$ cat src/rtl/pwm_carrier_event_gen.sv
// Triangular PWM carrier with prescaler, shadowed peak/divider and peak/valley event pulses.
// Selected events drive the timing manager's event_qualifier input and a wrapping event counter.
module pwm_carrier_event_gen #(
    parameter int CW = 16,
    parameter int DW = 8
) (
    input  logic          clk,
    input  logic          rst_n,
    input  logic          enable,
    input  logic [CW-1:0] carrier_max,
    input  logic [DW-1:0] carrier_div,
    input  logic [1:0]    event_sel,
    output logic [CW-1:0] carrier,
    output logic          carrier_dir,
    output logic          carrier_high,
    output logic          carrier_low,
    output logic          event_qualifier,
    output logic [15:0]   event_count
);

    typedef enum logic {
        ST_DOWN = 1'b0,
        ST_UP   = 1'b1
    } state_t;

    localparam logic [CW-1:0] CARRIER_ZERO = {CW{1'b0}};
    localparam logic [CW-1:0] CARRIER_ONE  = {{(CW-1){1'b0}}, 1'b1};
    localparam logic [CW-1:0] MAX_FLOOR    = {{(CW-2){1'b0}}, 2'b10};
    localparam logic [DW-1:0] DIV_ZERO     = {DW{1'b0}};
    localparam logic [DW-1:0] DIV_ONE      = {{(DW-1){1'b0}}, 1'b1};

    state_t        state_q, state_d;
    logic [CW-1:0] carrier_q, carrier_d;
    logic [DW-1:0] div_cnt_q, div_cnt_d;
    logic [CW-1:0] max_s_q, max_s_d;
    logic [DW-1:0] div_s_q, div_s_d;
    logic          high_q, high_d;
    logic          low_q, low_d;
    logic          qual_q, qual_d;
    logic [15:0]   count_q, count_d;

    logic          tick_s;
    logic [CW-1:0] max_eff_s;
    logic [CW-1:0] max_m1_s;

    // Next-state logic: prescaler, triangle FSM, shadow reload and event generation.
    always_comb begin
        tick_s    = enable && (div_cnt_q == div_s_q);
        // A peak below 2 would let peak and valley collide, so it is floored here.
        max_eff_s = (max_s_q < MAX_FLOOR) ? MAX_FLOOR : max_s_q;
        max_m1_s  = max_eff_s - CARRIER_ONE;

        state_d   = state_q;
        carrier_d = carrier_q;
        div_cnt_d = div_cnt_q;
        max_s_d   = max_s_q;
        div_s_d   = div_s_q;
        high_d    = 1'b0;
        low_d     = 1'b0;

        if (!enable) begin
            state_d   = ST_UP;
            carrier_d = CARRIER_ZERO;
            div_cnt_d = DIV_ZERO;
            max_s_d   = carrier_max;
            div_s_d   = carrier_div;
        end else begin
            div_cnt_d = tick_s ? DIV_ZERO : (div_cnt_q + DIV_ONE);
            if (tick_s) begin
                case (state_q)
                    ST_UP: begin
                        if (carrier_q < max_m1_s) begin
                            carrier_d = carrier_q + CARRIER_ONE;
                        end else begin
                            carrier_d = max_eff_s;
                            state_d   = ST_DOWN;
                            high_d    = 1'b1;
                        end
                    end
                    ST_DOWN: begin
                        if (carrier_q > CARRIER_ONE) begin
                            carrier_d = carrier_q - CARRIER_ONE;
                        end else begin
                            // Valley: the only point where new max/div take effect.
                            carrier_d = CARRIER_ZERO;
                            state_d   = ST_UP;
                            low_d     = 1'b1;
                            max_s_d   = carrier_max;
                            div_s_d   = carrier_div;
                        end
                    end
                    default: begin
                        carrier_d = CARRIER_ZERO;
                        state_d   = ST_UP;
                    end
                endcase
            end else begin
                carrier_d = carrier_q;
            end
        end

        qual_d = (high_d && event_sel[0]) || (low_d && event_sel[1]);

        if (!enable) begin
            count_d = 16'h0000;
        end else if (qual_d) begin
            count_d = count_q + 16'h0001;
        end else begin
            count_d = count_q;
        end
    end

    // State and output registers with asynchronous active-low reset.
    always_ff @(posedge clk or negedge rst_n) begin
        if (!rst_n) begin
            state_q   <= ST_UP;
            carrier_q <= CARRIER_ZERO;
            div_cnt_q <= DIV_ZERO;
            max_s_q   <= CARRIER_ZERO;
            div_s_q   <= DIV_ZERO;
            high_q    <= 1'b0;
            low_q     <= 1'b0;
            qual_q    <= 1'b0;
            count_q   <= 16'h0000;
        end else begin
            state_q   <= state_d;
            carrier_q <= carrier_d;
            div_cnt_q <= div_cnt_d;
            max_s_q   <= max_s_d;
            div_s_q   <= div_s_d;
            high_q    <= high_d;
            low_q     <= low_d;
            qual_q    <= qual_d;
            count_q   <= count_d;
        end
    end

    assign carrier         = carrier_q;
    assign carrier_dir     = (state_q == ST_UP);
    assign carrier_high    = high_q;
    assign carrier_low     = low_q;
    assign event_qualifier = qual_q;
    assign event_count     = count_q;

endmodule

$ cat config.mk
export PLATFORM = sky130hd
export DESIGN_NAME = pwm_carrier_event_gen
export DESIGN_NICKNAME = d
export VERILOG_FILES = /design/src/rtl/pwm_carrier_event_gen.sv
export SDC_FILE = /design/constraint.sdc
export NUM_CORES = 1
export LEC_CHECK = 0
export ABC_AREA = 1
export CAP_MARGIN = 15
export CORE_MARGIN = 2
export CORE_UTILIZATION = 55
export CTS_BUF_LIST = sky130_fd_sc_hd__clkbuf_2
export CTS_CLUSTER_SIZE = 16
export DETAILED_ROUTE_END_ITERATION = 7
export PLACE_DENSITY = 0.8
export SLEW_MARGIN = 15
export SYNTH_ARGS = -nofsm -noshare
export SYNTH_HDL_FRONTEND = slang
export SYNTH_SLANG_ARGS = --single-unit
export TNS_END_PERCENT = 100
$ cat constraint.sdc
create_clock -name clk -period 3.6 [get_ports clk]
set_clock_uncertainty 0.1 [all_clocks]
set_input_delay 1.08 -clock clk [delete_from_list [all_inputs] [get_ports clk]]
set_output_delay 1.08 -clock clk [all_outputs]
set_load 0.01 [all_outputs]
==> metrics.md <==
| Metric | Value |
|---|---|
| Share of layout cells above drive strength 1 | 0.108 |
| Clk_lat worst skew | 560 ps |
| CP Class | reg -> reg |
| Pleak | 0.00307 uW |
| MaxCap Viol Count | 0 |
| Failing checks | setup timing |
| Reg2Reg Depth | 22 |
| Hold-fix buffers, CTS | 0 |
| Detailed Route WL | 13.6 mm |
| Synth area leader | dfrtp_1 |
| Worst path required time | roughly 3900 ps |
| Die H | 97.2 um |
| Total negative slack | -322 ps |
| Post-DP HPWL | 9.52 mm |
| Final ANT Viol Nets | 0 |
| Startpoint types | flip-flop |
| Horiz. Die Dim | ~97 um |
| GR Overflow Total | 0 |
| Slew @ Worst Pin | slightly below 800 ps |
| IO Count | 65 |
| Wire per inst | 15.7 um |
| CP Launch Point | max_s_q[3] |
| CP endpoint | carrier[10] |
| Yosys top cell area share | 0.351 |
| Final period utilization | 1.02 |
| Largest cells by area after synthesis | dfrtp_1 (35%), nand2_1 (15%), nand3_1 (7.9%) |
| Crit. End Element | flip-flop |
| Vias in the first global route | 4,524 |
| Post-synth top flop | dfrtp_1 |
| Initial cell density of the core | 0.575 |
| Final setup violating endpoints | 16 |
| Final Cell Area | around 5900 um2 |
| Final Max Tran Viols | 0 |
| Rows | 33 |
| Syn Nets | 723 |
| CTS Root Cell | clkbuf_2 |
| Worst-path clk slew | 200 ps |
| Num CTS Buffers | 9 |
| Synth Register Bits | between 60 and 70 |
| Final critical-path required period | 3660 ps |
| Antenna cells | 0 |
| TritonCTS clock tree | done |
| Synth top cells by count | nand2_1 (186), inv_1 (82), nand3_1 (75), dfrtp_1 (67), nor2_1 (50) |
| Post-Place Setup Slack | -44.3 ps |
| Iteration-0 DRC Markers | 406 |
| DIE AREA | 9440 um2 |
| Hold Path Class | reg -> reg |
| Initial antenna violation count | 0 |
| Final WS setup | -55.4 ps |
| Fin. Hold Viols | 0 |
| DRC viols | 0 |
| Rel. slew slack | 0.485 |
| Longest Clk Path Bufs | 2 |
| Port bufs | 64 |
| YS warnings | 0 |
| Nets | 807 |
| R2R Setup Slk | -60 ps |
| Status | finished with violations |
| Worst hold slack | 423 ps |
| Via Count | 4,926 |
| H-tree depth | 3 |
| Ys async rst share | 1.00 |
| Seq/Total Area, Yosys | 0.357 |
| Post-synth EDFFs | 0 |
| Cell count after synthesis | 673 |
| First-pass GRT wire length | 21.8 mm |
| Post-synth cell types | 33 |
| Placed cell area | 5550 um2 |
| Max VDD drop | 0.183 mV |
| DR pass1 iterations | 5 |
| Power Dens Cells | 271 nW/um2 |
| Avg Inst Size Synth | 7.09 um2 |
| Synthesis-to-layout area growth | 24.0% |
| Largest net degree at the start of global routing | 38 |
| Worst-path maximum fanout | 6 |
| CTS sink count | 68 |
| Hold Path Depth | 2 |
| Most frequent cell after synthesis | nand2_1 |
| R2R Path End | carrier[10] |
| GRT Total Usage | 0.281 |
| CP arrival | 3980 ps |
| Core ar. | 8300 um2 |
| RSZ-0062 raised after global routing | yes |
| Vias per inst | 5.68 |
| Post-Syn Area | 4770 um2 |
| Fin util | 0.713 |
| Placer Congestion | roughly 0.93 |
| RR Startpoint | max_s_q[3] |
| Max Freq | 274 MHz |
-- logic make-up (layout without fill, tap and decap cells) --
group | Yosys count | after routing | synth area share
flip-flops | 68 | 68 | 0.357
adder cells (fa/ha/maj) | 21 | 21 | 0.0550
AO/OA/AOI/OAI | 59 | 59 | 0.0637
AND/OR/NAND/NOR | 376 | 376 | 0.356
buffers and inverters | 104 | 193 | 0.0862
XOR/XNOR | 45 | 45 | 0.0825
-- worst min path at each step --
stage	from	endpoint	slack [ps]
floorplan	div_s_q[1]	div_s_q[1]	360
global placement	div_s_q[6]	div_s_q[6]	380
detailed placement	div_s_q[6]	div_s_q[6]	390
CTS	div_s_q[0]	div_s_q[0]	430
global route	div_cnt_q[0]	div_cnt_q[0]	440
finish	div_s_q[0]	div_s_q[0]	420
-- power by group --
part / total (uW) / internal (uW) / switching [uW]
logic: 238 / 102 / 137
registers: 819 / 793 / 26.2
clock network: 547 / 232 / 316
total: 1600 / 1130 / 478
-- registers in the layout, indices dropped and copies added (netlist names) --
| name | cells |
|---|---|
| carrier | 16 |
| carrier_dir | 1 |
| carrier_high | 1 |
| carrier_low | 1 |
| div_cnt_q | 8 |
| div_s_q | 8 |
| event_count | 16 |
| event_qualifier | 1 |
| max_s_q | 16 |
-- worst max-delay path: stages, from the launching register on --
cell and delay (ps):
dfrtp_2 480, nor2_2 210, nand2_1 90, nor2_1 130, nand2_1 120, nand2_2 110
ha_2 230, nand2_2 100, nor2_4 170, nand2_1 80, xor2_1 190, ha_1 290
nand2_2 80, nor2_1 50, a211oi_1 240, nor2_1 90, nor2_2 210, nand2_4 130
buf_6 140, nand2_1 70, nand3_1 70, nand2_1 110, o21ai_2 60
-- repair_timing --
action	4_1_cts	5_1_grt
pin swaps	0	12
setup endpoints to repair	16	35
buffers inserted	0	16
gates cloned	0	0
resized for setup	2	32
endpoints found under the hold margin	0	0
-- layout by cell type, fill, tap and decap left out, types with 2 or more instances in the layout --
master	n
nand2_1	180
inv_1	81
nand3_1	73
dfrtp_1	64
clkdlybuf4s50_1	63
nor2_1	47
xor2_1	41
o21ai_0	32
nand4_1	25
buf_4	22
ha_1	20
a21oi_1	19
nor3_1	14
clkbuf_2	10
nand2_2	8
nor4_1	7
nor2_2	6
buf_6	4
xnor2_1	3
o21ai_1	3
dfrtp_2	3
inv_2	2
nand3_4	2
nor2_4	2
clkinv_1	2
a211oi_1	2
nand2_4	2
nand4_2	2
bufinv_16	2
clkinvlp_4	2
-- layer usage --
metal,track usage,share of wire,up-vias
met5,0,0,-
met4,0.0845,0.020,0
met3,0.0403,0.073,28
met2,0.455,0.48,255
met1,0.391,0.42,2287
li1,-,-,2356
-- cell type report --
| cell class | instances | area (um2) |
|---|---|---|
| clock inverter | 6 | 88.8 |
| sequential | 68 | 1710 |
| multi-input combinational | 501 | 2740 |
| fill | 672 | 2380 |
| timing repair buffer | 92 | 881 |
| tap | 105 | 131 |
| inverter | 85 | 319 |
| clock buffer | 10 | 50.0 |
-- per-stage QoR --
step / std cells / total power, uW
floorplan: 673 / 941
global placement: 835 / 1030
detailed placement: 835 / 1040
CTS: 851 / 1570
global route: 867 / 1670
finish: 867 / 1600
(Power assumes the default switching activity.)
